--- config.mk ---
export PLATFORM = sky130hd
export DESIGN_NAME = debug_apb_arb
export DESIGN_NICKNAME = d
export VERILOG_FILES = /design/src/rtl/debug_apb_pkg.sv /design/src/rtl/debug_apb_arb_sel.sv /design/src/rtl/debug_apb_arb.sv
export SDC_FILE = /design/constraint.sdc
export NUM_CORES = 1
export LEC_CHECK = 0
export CAP_MARGIN = 20
export CORE_AREA = 2 2 117 119
export CTS_CLUSTER_SIZE = 16
export DETAILED_ROUTE_END_ITERATION = 7
export DIE_AREA = 0 0 119 121
export GPL_TIMING_DRIVEN = 1
export PLACE_DENSITY_LB_ADDON = 0.08
export SETUP_SLACK_MARGIN = 0.5
export SYNTH_ARGS = -nofsm -noshare
export SYNTH_HDL_FRONTEND = slang
export SYNTH_SLANG_ARGS = --single-unit
--- constraint.sdc ---
create_clock -name clk -period 15 [get_ports clk]
set_clock_uncertainty 0.15 [all_clocks]
set_input_delay 4.5 -clock clk [delete_from_list [all_inputs] [get_ports clk]]
set_output_delay 4.5 -clock clk [all_outputs]
set_load 0.01 [all_outputs]
--- src/rtl/debug_apb_pkg.sv ---
`default_nettype none
// ============================================================================
// Module      : debug_apb_pkg
// Description : Shared definitions for the debug APB arbiter: FSM state
//               encoding, debug window location and size, and the
//               window range/alignment check.
// Revision    : 1.0 - initial release
// ============================================================================
package debug_apb_pkg;

  typedef enum logic [1:0] {
    ST_IDLE   = 2'd0,
    ST_SETUP  = 2'd1,
    ST_ACCESS = 2'd2,
    ST_DONE   = 2'd3
  } state_t;

  localparam logic [31:0] DEBUG_BASE_ADDR = 32'h4001_0000;
  localparam int          DEBUG_NREG      = 4;

  // Word-aligned and inside [base, base+4*nreg-4]. The compare is carried
  // out in 33 bits so a window near the top of the address map cannot wrap.
  function automatic logic addr_in_window(input logic [31:0] addr,
                                          input logic [31:0] base,
                                          input int          nreg);
    logic [32:0] w_hi;
    w_hi = {1'b0, base} + 33'(4 * nreg) - 33'd4;
    return (addr[1:0] == 2'b00) &&
           ({1'b0, addr} >= {1'b0, base}) &&
           ({1'b0, addr} <= w_hi);
  endfunction

endpackage
`default_nettype wire

--- src/rtl/debug_apb_arb_sel.sv ---
`default_nettype none
// ============================================================================
// Module      : debug_apb_arb_sel
// Description : Combinational two-way grant selection, one-hot output.
//               Optional feature macro: DEBUG_APB_ARB_RR_EN
//                 defined   -> round robin on ties (grant the one not last)
//                 undefined -> fixed priority, requester 0 wins ties
// Ports       : i_valid0/i_valid1 request pending flags
//               i_last            id of the requester granted last
//               o_grant[1:0]      one-hot grant (bit N = requester N)
// Revision    : 1.0 - initial release
// ============================================================================
module debug_apb_arb_sel (
  input  logic       i_valid0,
  input  logic       i_valid1,
  input  logic       i_last,
  output logic [1:0] o_grant
);

`ifdef DEBUG_APB_ARB_RR_EN
  always_comb begin
    o_grant = 2'b00;
    if (i_valid0 && i_valid1) begin
      o_grant = i_last ? 2'b01 : 2'b10;
    end else if (i_valid0) begin
      o_grant = 2'b01;
    end else if (i_valid1) begin
      o_grant = 2'b10;
    end
  end
`else
  // History is meaningless under fixed priority.
  logic w_unused_last;
  assign w_unused_last = i_last;

  always_comb begin
    o_grant = 2'b00;
    if (i_valid0) begin
      o_grant = 2'b01;
    end else if (i_valid1) begin
      o_grant = 2'b10;
    end
  end
`endif

endmodule
`default_nettype wire

--- src/rtl/debug_apb_arb.sv ---
`default_nettype none
// ============================================================================
// Module      : debug_apb_arb
// Description : Two-requester APB master for the debug register window.
//               Arbitrates single-word requests, runs zero-wait APB
//               setup/access cycles and returns one response pulse to the
//               granted requester. Bad addresses skip the bus and answer
//               with err=1 one cycle after accept.
//               Optional feature macro: DEBUG_APB_ARB_RR_EN (round robin).
// Ports       : clk, rst (async, active high)
//               reqN_valid/ready/write/addr/wdata : request channels N=0,1
//               rspN_valid/err/rdata             : response channels
//               psel/penable/pwrite/paddr/pwdata : APB master outputs
//               prdata                           : APB read data (no pready)
// Revision    : 1.0 - initial release
// ============================================================================
module debug_apb_arb
  import debug_apb_pkg::*;
#(
  parameter logic [31:0] BASE_ADDR = DEBUG_BASE_ADDR,
  parameter int          NREG      = DEBUG_NREG
) (
  input  logic        clk,
  input  logic        rst,
  input  logic        req0_valid,
  output logic        req0_ready,
  input  logic        req0_write,
  input  logic [31:0] req0_addr,
  input  logic [31:0] req0_wdata,
  input  logic        req1_valid,
  output logic        req1_ready,
  input  logic        req1_write,
  input  logic [31:0] req1_addr,
  input  logic [31:0] req1_wdata,
  output logic        rsp0_valid,
  output logic        rsp0_err,
  output logic [31:0] rsp0_rdata,
  output logic        rsp1_valid,
  output logic        rsp1_err,
  output logic [31:0] rsp1_rdata,
  output logic        psel,
  output logic        penable,
  output logic        pwrite,
  output logic [31:0] paddr,
  output logic [31:0] pwdata,
  input  logic [31:0] prdata
);

  state_t      r_state;
  logic        r_id;
  logic [1:0]  r_rsp_valid;
  logic        r_err;
  logic [31:0] r_rdata;
  logic        r_psel;
  logic        r_penable;
  logic        r_pwrite;
  logic [31:0] r_paddr;
  logic [31:0] r_pwdata;

  logic        w_idle;
  logic        w_last;
  logic [1:0]  w_gnt;
  logic        w_accept;
  logic        w_write;
  logic [31:0] w_addr;
  logic [31:0] w_wdata;
  logic        w_ok;

  // rst is folded in so ready drops the instant reset is applied.
  assign w_idle = (r_state == ST_IDLE) && !rst;

  debug_apb_arb_sel u_sel (
    .i_valid0 (req0_valid),
    .i_valid1 (req1_valid),
    .i_last   (w_last),
    .o_grant  (w_gnt)
  );

  assign req0_ready = w_idle && w_gnt[0];
  assign req1_ready = w_idle && w_gnt[1];
  assign w_accept   = w_idle && (w_gnt != 2'b00);

  assign w_write = w_gnt[1] ? req1_write : req0_write;
  assign w_addr  = w_gnt[1] ? req1_addr  : req0_addr;
  assign w_wdata = w_gnt[1] ? req1_wdata : req0_wdata;
  assign w_ok    = addr_in_window(w_addr, BASE_ADDR, NREG);

`ifdef DEBUG_APB_ARB_RR_EN
  logic r_last;
  // Reset to "requester 1 last" so requester 0 wins the first tie.
  always_ff @(posedge clk or posedge rst) begin
    if (rst) begin
      r_last <= 1'b1;
    end else if (w_accept) begin
      r_last <= w_gnt[1];
    end
  end
  assign w_last = r_last;
`else
  assign w_last = 1'b1;
`endif

  always_ff @(posedge clk or posedge rst) begin
    if (rst) begin
      r_state     <= ST_IDLE;
      r_id        <= 1'b0;
      r_rsp_valid <= 2'b00;
      r_err       <= 1'b0;
      r_rdata     <= '0;
      r_psel      <= 1'b0;
      r_penable   <= 1'b0;
      r_pwrite    <= 1'b0;
      r_paddr     <= '0;
      r_pwdata    <= '0;
    end else begin
      case (r_state)
        ST_IDLE: begin
          if (w_accept) begin
            r_id <= w_gnt[1];
            if (w_ok) begin
              // The APB address/data registers double as the request latch.
              r_state  <= ST_SETUP;
              r_psel   <= 1'b1;
              r_pwrite <= w_write;
              r_paddr  <= w_addr;
              r_pwdata <= w_wdata;
            end else begin
              r_state     <= ST_DONE;
              r_rsp_valid <= w_gnt;
              r_err       <= 1'b1;
              r_rdata     <= '0;
            end
          end
        end
        ST_SETUP: begin
          r_state   <= ST_ACCESS;
          r_penable <= 1'b1;
        end
        ST_ACCESS: begin
          r_state     <= ST_DONE;
          r_rdata     <= r_pwrite ? 32'd0 : prdata;
          r_err       <= 1'b0;
          r_rsp_valid <= r_id ? 2'b10 : 2'b01;
          r_psel      <= 1'b0;
          r_penable   <= 1'b0;
          r_pwrite    <= 1'b0;
          r_paddr     <= '0;
          r_pwdata    <= '0;
        end
        ST_DONE: begin
          r_state     <= ST_IDLE;
          r_rsp_valid <= 2'b00;
          r_err       <= 1'b0;
          r_rdata     <= '0;
        end
        default: begin
          r_state <= ST_IDLE;
        end
      endcase
    end
  end

  assign rsp0_valid = r_rsp_valid[0];
  assign rsp1_valid = r_rsp_valid[1];
  assign rsp0_err   = r_rsp_valid[0] && r_err;
  assign rsp1_err   = r_rsp_valid[1] && r_err;
  assign rsp0_rdata = r_rsp_valid[0] ? r_rdata : 32'd0;
  assign rsp1_rdata = r_rsp_valid[1] ? r_rdata : 32'd0;

  assign psel    = r_psel;
  assign penable = r_penable;
  assign pwrite  = r_pwrite;
  assign paddr   = r_paddr;
  assign pwdata  = r_pwdata;

endmodule
`default_nettype wire

==> impl_results.md, run 1 <==
* Outcome: complete, no violations
* GRT Total Usage at 22.2%
* Crit path launch: rst
* Multi-input gate area at ~2500 µm²
* Crit start category: primary input
* Die span in y at between 100 and 150 µm
* Iter 0 DRT Violations at 205
* WL/cell at 16.6 µm
* GPL Wtd Cong at 0.759
* Final HPWL DP at around 12 mm
* Grt total ovfl at 0
* GR met1 Demand/Resource at ~26%
* Detailed Routing Iterations Pass 1 at 4
* Slowest-stage cell, CP: clkdlybuf4s50_1
* Most frequent CP cell: clkdlybuf4s50_1
* Worst-skew pair later-pin latency at 340 ps
* Seq/Total Area, Yosys at 48.4%
* Leakage at 3.85 nW
* Critical Path RT at 10350 ps
* H-Tree Depth at 3
* Synth-to-layout area growth at 63.6%
* Yosys cell types at 47
* IO buf count at roughly 300
* Dominant cells by area after synthesis: dfrtp_1 (48%), mux2i_1 (13%), o2bb2ai_2 (8.3%)
* Crit Path Class: primary input to primary output
* Total die area at 14400 µm²
* Antenna viol nets, final at 0
* Fin. Hold Viols at 0
* Largest net degree at the start of global routing at 89
* Reg area at between 2000 and 3000 µm²
* EDFF count, synth at 0
* CTS tree: done
* Vias at 4730
* Maximum fanout along the worst path at 21
* IO Pins at 303
* Relative slew slack at 27.4%
* Grt met3 use at approximately 7%
* Design Area, Final at between 8000 and 9000 µm²
* Final Core Density at 67.8%
* Gr busiest metal: met2
* Post-synthesis cell count at 497
* Critical Path Max Stage Delay at 540 ps
* Synth warnings at 0
* Hold-fix buffers, CTS at 0
* Mapped Area at 5430 µm²
* Setup crit end kind: primary output
* Main synth FF type: dfrtp_1
* Initial antenna violation count at 0
* Hold crit path type: flip-flop to flip-flop
* Diode count at 0
* First-pass GRT wire length at about 25 mm
* RSZ-0062 raised after global routing: no
* Slew @ Worst Pin at 1090 ps
* Proportion of layout cells with a drive suffix above 1 at 8.73%
* Final worst-path cycle share at 70.8%
* Post-Syn Nets at 667
* Peak supply drop at 0.0678 mV
* Max_cap viols at 0
* Ys async rst share at 100%
* Post-Route WL at 16.0 mm
* Worst hold path startpoint: paddr[1]
* DRC errors left at 0
* Syn Area/Cell at 10.9 µm²
* Synth area leader: dfrtp_1
* Nets@finish at 955
* Setup-failing EPs final at 0
* Worst reg2reg path startpoint: r_state[0]
* Total power at about 0.0011 W
* Total negative slack at 0 ps
* Register bit total from synthesis at 105
* Placed instance area at 8510 µm²
* Clock sinks at 105
* # Post-CTS Setup Buffers at 0
* Period minus WS final at 10620 ps
* Post-synth top area share at around half
* Num rows at between 40 and 50
* Post-CTS sizing at 0
* Clock buffer count from CTS at 9
* Worst-path clk slew at approximately 70 ps
* CP cell instances: clkdlybuf4s50_1 -> inv_4 -> nand2_1 -> nor2_1 -> clkdlybuf4s50_1
* Fillers at 1009
* CTS root buf: clkbuf_16
* Clock Tree Buf Depth at 2
* DIE WIDTH at 119 µm
* CP arrival at around 6000 ps
* Vias per cell at 4.90
* Core area at between 10000 and 15000 µm²
* Vias in the first global route at 4930
* Pwr dens at 123 nW/µm²
* Fmax at approximately 94 MHz
* Fin. max-slew vios at 0
* Initial Util at 41.5%
* Met2 usage at between 30% and 40%
==> through the flow <==
step | instances | worst slack [ps] | hold slack [ps]
finish | 966 | 4380 | 335
global route | 966 | 4220 | 348
CTS | 964 | 4340 | 341
detailed placement | 948 | 4350 | 321
global placement | 948 | 4370 | 319
floorplan | 497 | 3170 | 349
==> cell type report <==
cell class / count / area share (%)
Inverter: 39 / 1.68
Sequential cell: 105 / 29.6
Multi-Input combinational cell: 322 / 27.7
Clock inverter: 7 / 0.959
Tap cell: 176 / 2.48
Timing Repair Buffer: 308 / 35.0
Clock buffer: 9 / 2.54
==> critical path: cells and delay by family <==
kind,cells,cell delay [ps]
buffers and inverters,3,1240
and+or+nand+nor,2,230
==> synth_stat cells, types with 2 or more instances <==
cell	count
buf_12	3
or2_2	2
nand4_1	2
o2bb2ai_1	8
mux2i_1	70
and2_1	62
nand2_1	44
a22o_1	3
nor4_1	8
o2bb2ai_2	30
a311o_1	3
o21ai_0	5
clkbuf_1	11
nor2_1	44
o22ai_1	2
dfrtp_1	105
inv_1	39
buf_2	11
a21oi_1	2
nor3b_1	2
or4_4	3
or4b_1	2
or3_1	2
buf_6	2
buf_1	3
ha_1	4
a21o_1	2
o31ai_1	2
nor3_1	3
==> path summary, 6_finish.rpt <==
check,cells after the start,slack (ps),to
worst max-delay path,5,4380,req1_ready
worst min-delay path,1,340,paddr[1]
worst max register to register,5,12040,r_rsp_valid[1]
worst min register to register,1,340,paddr[1]
max in group asynchronous,4,9320,r_rsp_valid[1]
min in group asynchronous,2,4320,r_rsp_valid[0]
==> power breakdown <==
group | leakage [nW] | internal (W) | switching (W) | total, W
Sequential | 1.43 | 0.000336 | 0.0000371 | 0.000373
Clock | 0.146 | 0.000133 | 0.000112 | 0.000244
Combinational | 2.27 | 0.000229 | 0.000241 | 0.000470
==> cell usage in the layout (no fill, tap or decap), types with 3 or more instances in the layout <==
| cell type | n |
|---|---|
| o2bb2ai_2 | 30 |
| nor2_1 | 43 |
| clkdlybuf4s50_1 | 302 |
| buf_4 | 4 |
| dfrtp_1 | 105 |
| ha_1 | 4 |
| clkbuf_16 | 9 |
| nor3_1 | 3 |
| o2bb2ai_1 | 8 |
| nand2_1 | 44 |
| inv_1 | 38 |
| a311o_1 | 3 |
| or4_4 | 3 |
| mux2i_1 | 70 |
| a22o_1 | 3 |
| and2_1 | 62 |
| nor4_1 | 8 |
| o21ai_0 | 5 |
==> flip-flops by register name, indices dropped and copies added (netlist names) <==
| name | cells |
|---|---|
| r_rsp_valid | 2 |
| paddr | 32 |
| pwrite | 1 |
| penable | 1 |
| r_state | 2 |
| pwdata | 32 |
| r_rdata | 32 |
| r_err | 1 |
| psel | 1 |
| r_id | 1 |
==> metal layers <==
metal,part of all wire [%],vias up
li1,-,2270
met4,3.3,0
met1,39,2255
met5,0,-
met2,50,172
met3,7.3,33
==> cells by family after synthesis <==
| group | Yosys count | share of synthesized area, % |
|---|---|---|
| AO/OA/AOI/OAI | 66 | 13.8 |
| adder cells (fa/ha/maj) | 4 | 0.923 |
| buffers and inverters | 70 | 6.34 |
| flip-flops | 105 | 48.4 |
| multiplexers | 71 | 13.1 |
| AND/OR/NAND/NOR | 181 | 17.4 |
Power figures use the tool's default switching activity.
==> run 2: changes to the inputs <==
--- a/config.mk
+++ b/config.mk
@@ -6,10 +6,10 @@
 export NUM_CORES = 1
 export LEC_CHECK = 0
 export CAP_MARGIN = 20
-export CORE_AREA = 2 2 117 119
+export CORE_MARGIN = 1
+export CORE_UTILIZATION = 39
 export CTS_CLUSTER_SIZE = 16
 export DETAILED_ROUTE_END_ITERATION = 7
-export DIE_AREA = 0 0 119 121
 export GPL_TIMING_DRIVEN = 1
 export PLACE_DENSITY_LB_ADDON = 0.08
 export SETUP_SLACK_MARGIN = 0.5
==> constraint.sdc (replaced) <==
create_clock -name clk -period 10.95 [get_ports clk]
set_clock_uncertainty 0.15 [all_clocks]
set_input_delay 3.285 -clock clk [delete_from_list [all_inputs] [get_ports clk]]
set_output_delay 3.285 -clock clk [all_outputs]
set_load 0.01 [all_outputs]
==> impl_results.md, run 2 (synthesis results as in run 1) <==
* Total power at 0.00145 W (was 0.00109 W)
* Hold crit path type: flip-flop to flip-flop (unchanged)
* Total die area at 14400 µm² (about the same)
* Relative slew slack at 29.0% (was 27.4%)
* Crit Path Class: primary input to primary output (unchanged)
* CP cell instances: clkdlybuf4s50_1 -> inv_4 -> nand2_1 -> nor2_1 -> clkdlybuf4s50_1 (unchanged)
* Proportion of layout cells with a drive suffix above 1 at 8.62% (was 8.73%)
* # Post-CTS Setup Buffers at 0 (unchanged)
* DRC errors left at 0 (unchanged)
* Pwr dens at 165 nW/µm² (was 123 nW/µm²)
* DIE WIDTH at 120 µm (was 119 µm)
* Setup-failing EPs final at 0 (unchanged)
* Core area at 13400 µm² (was 13100 µm²)
* Max_cap viols at 0 (unchanged)
* IO buf count at 302 (unchanged)
* CP arrival at 4970 ps (was 5970 ps)
* Worst-path clk slew at 70 ps (about the same)
* Critical Path Max Stage Delay at 540 ps (about the same)
* Die span in y at 120 µm (was 121 µm)
* Hold-fix buffers, CTS at 0 (unchanged)
* Num rows at 42 (unchanged)
* Final Core Density at 65.8% (was 67.8%)
* Clock Tree Buf Depth at 2 (unchanged)
* CTS root buf: clkbuf_16 (unchanged)
* Antenna viol nets, final at 0 (unchanged)
* IO Pins at 303 (unchanged)
* Post-Route WL at 15.9 mm (was 16.0 mm)
* Initial antenna violation count at 0 (unchanged)
* Placed instance area at 8510 µm² (unchanged)
* Final HPWL DP at 11.8 mm (was 11.9 mm)
* Synth-to-layout area growth at 62.6% (was 63.6%)
* Fillers at 1082 (was 1009)
* Peak supply drop at 0.115 mV (was 0.0678 mV)
* Maximum fanout along the worst path at 40 (was 21)
* Setup crit end kind: primary output (unchanged)
* Slew @ Worst Pin at 1060 ps (was 1090 ps)
* Fin. Hold Viols at 0 (unchanged)
* Fin. max-slew vios at 0 (unchanged)
* Largest net degree at the start of global routing at 70 (was 89)
* Final worst-path cycle share at 76.7%
* First-pass GRT wire length at 24.8 mm (was 25.4 mm)
* Outcome: complete, no violations (unchanged)
* Clock buffer count from CTS at 9 (unchanged)
* Crit start category: primary input (unchanged)
* Vias per cell at 4.87 (was 4.90)
* Design Area, Final at 8820 µm² (was 8870 µm²)
* WL/cell at 16.5 µm (was 16.6 µm)
* GRT Total Usage at 22.1% (was 22.2%)
* Most frequent CP cell: clkdlybuf4s50_1 (unchanged)
* Worst-skew pair later-pin latency at 340 ps (about the same)
* Initial Util at 40.5% (was 41.5%)
* Leakage at 3.82 nW (was 3.85 nW)
* Placed cell count at 948 (unchanged)
* RSZ-0062 raised after global routing: no (unchanged)
* Grt total ovfl at 0 (unchanged)
* Total negative slack at 0 ps (unchanged)
* Iter 0 DRT Violations at 172 (was 205)
* Non-filler cells, final at 966 (unchanged)
* Period minus WS final at 8400 ps
* CTS tree: done (unchanged)
* Most frequent cells in the layout: clkdlybuf4s50_1 (302), dfrtp_1 (105), mux2i_1 (70) (unchanged)
* Critical Path RT at 7520 ps (was 10350 ps)
* Vias at 4703 (was 4730)
* Fmax at 119 MHz
* H-Tree Depth at 3 (unchanged)
* Post-CTS sizing at 0 (unchanged)
* Commonest non-fill, non-tap cell in the layout: clkdlybuf4s50_1 (unchanged)
* GPL Wtd Cong at 0.810 (was 0.759)
* Detailed Routing Iterations Pass 1 at 4 (unchanged)
* Clock sinks at 105 (unchanged)
* Slowest-stage cell, CP: clkdlybuf4s50_1 (unchanged)
* Nets@finish at 954 (was 955)
* Vias in the first global route at 4884 (was 4930)
[run 2: worst max-delay path, delay by kind of cell]
| kind | cells | cell delay [ps] |
|---|---|---|
| simple gates | 2 | 260 |
| buf+inv | 3 | 1400 |
[run 2: where the power goes]
group | total [W] | leakage (nW) | switching (W) | internal [W]
Sequential | 0.000511 | 1.43 | 0.0000503 | 0.000460
Clock | 0.000301 | 0.132 | 0.000145 | 0.000156
Combinational | 0.000640 | 2.26 | 0.000328 | 0.000312
Total | 0.00145 | 3.82 | 0.000523 | 0.000928
[run 2: layout make-up]
type	instances	area [µm²]	area share, %
repair buffers	307	3080	34.9
clock inverters	7	55.1	0.624
inverters	39	149	1.69
flip-flops and latches	105	2630	29.8
well taps	176	220	2.50
diodes	1	2.50	0.0284
clock buffers	9	225	2.55
multi-input cells	322	2460	27.9
[run 2: worst paths after layout]
path | slack [ps] | cells past startpoint | to | startpoint
setup reg to reg | 8080 | 5 | r_rsp_valid[1] | r_state[1]
max in group asynchronous | 6200 | 3 | paddr[27] | rst
min in group asynchronous | 3210 | 2 | r_err | rst
hold reg to reg | 330 | 1 | paddr[11] | paddr[11]
setup / recovery | 2550 | 5 | req1_ready | rst
hold / removal | 330 | 1 | paddr[11] | paddr[11]
[run 2: layer usage]
| layer | vias to the layer above | GRT usage [%] | part of all wire [%] |
|---|---|---|---|
| met2 | 167 | 39.0 | 51 |
| li1 | 2277 | - | - |
| met5 | - | 0 | 0 |
| met1 | 2237 | 24.9 | 39 |
| met4 | 0 | 8.75 | 2.3 |
| met3 | 22 | 6.27 | 7.8 |
[run 2: per-stage QoR]
step / hold slack (ps) / worst slack (ps)
6_report: 332 / 2550
5_1_grt: 352 / 2410
4_1_cts: 338 / 2490
3_5_place_dp: 320 / 2490
3_3_place_gp: 318 / 2530
2_1_floorplan: 349 / 1550
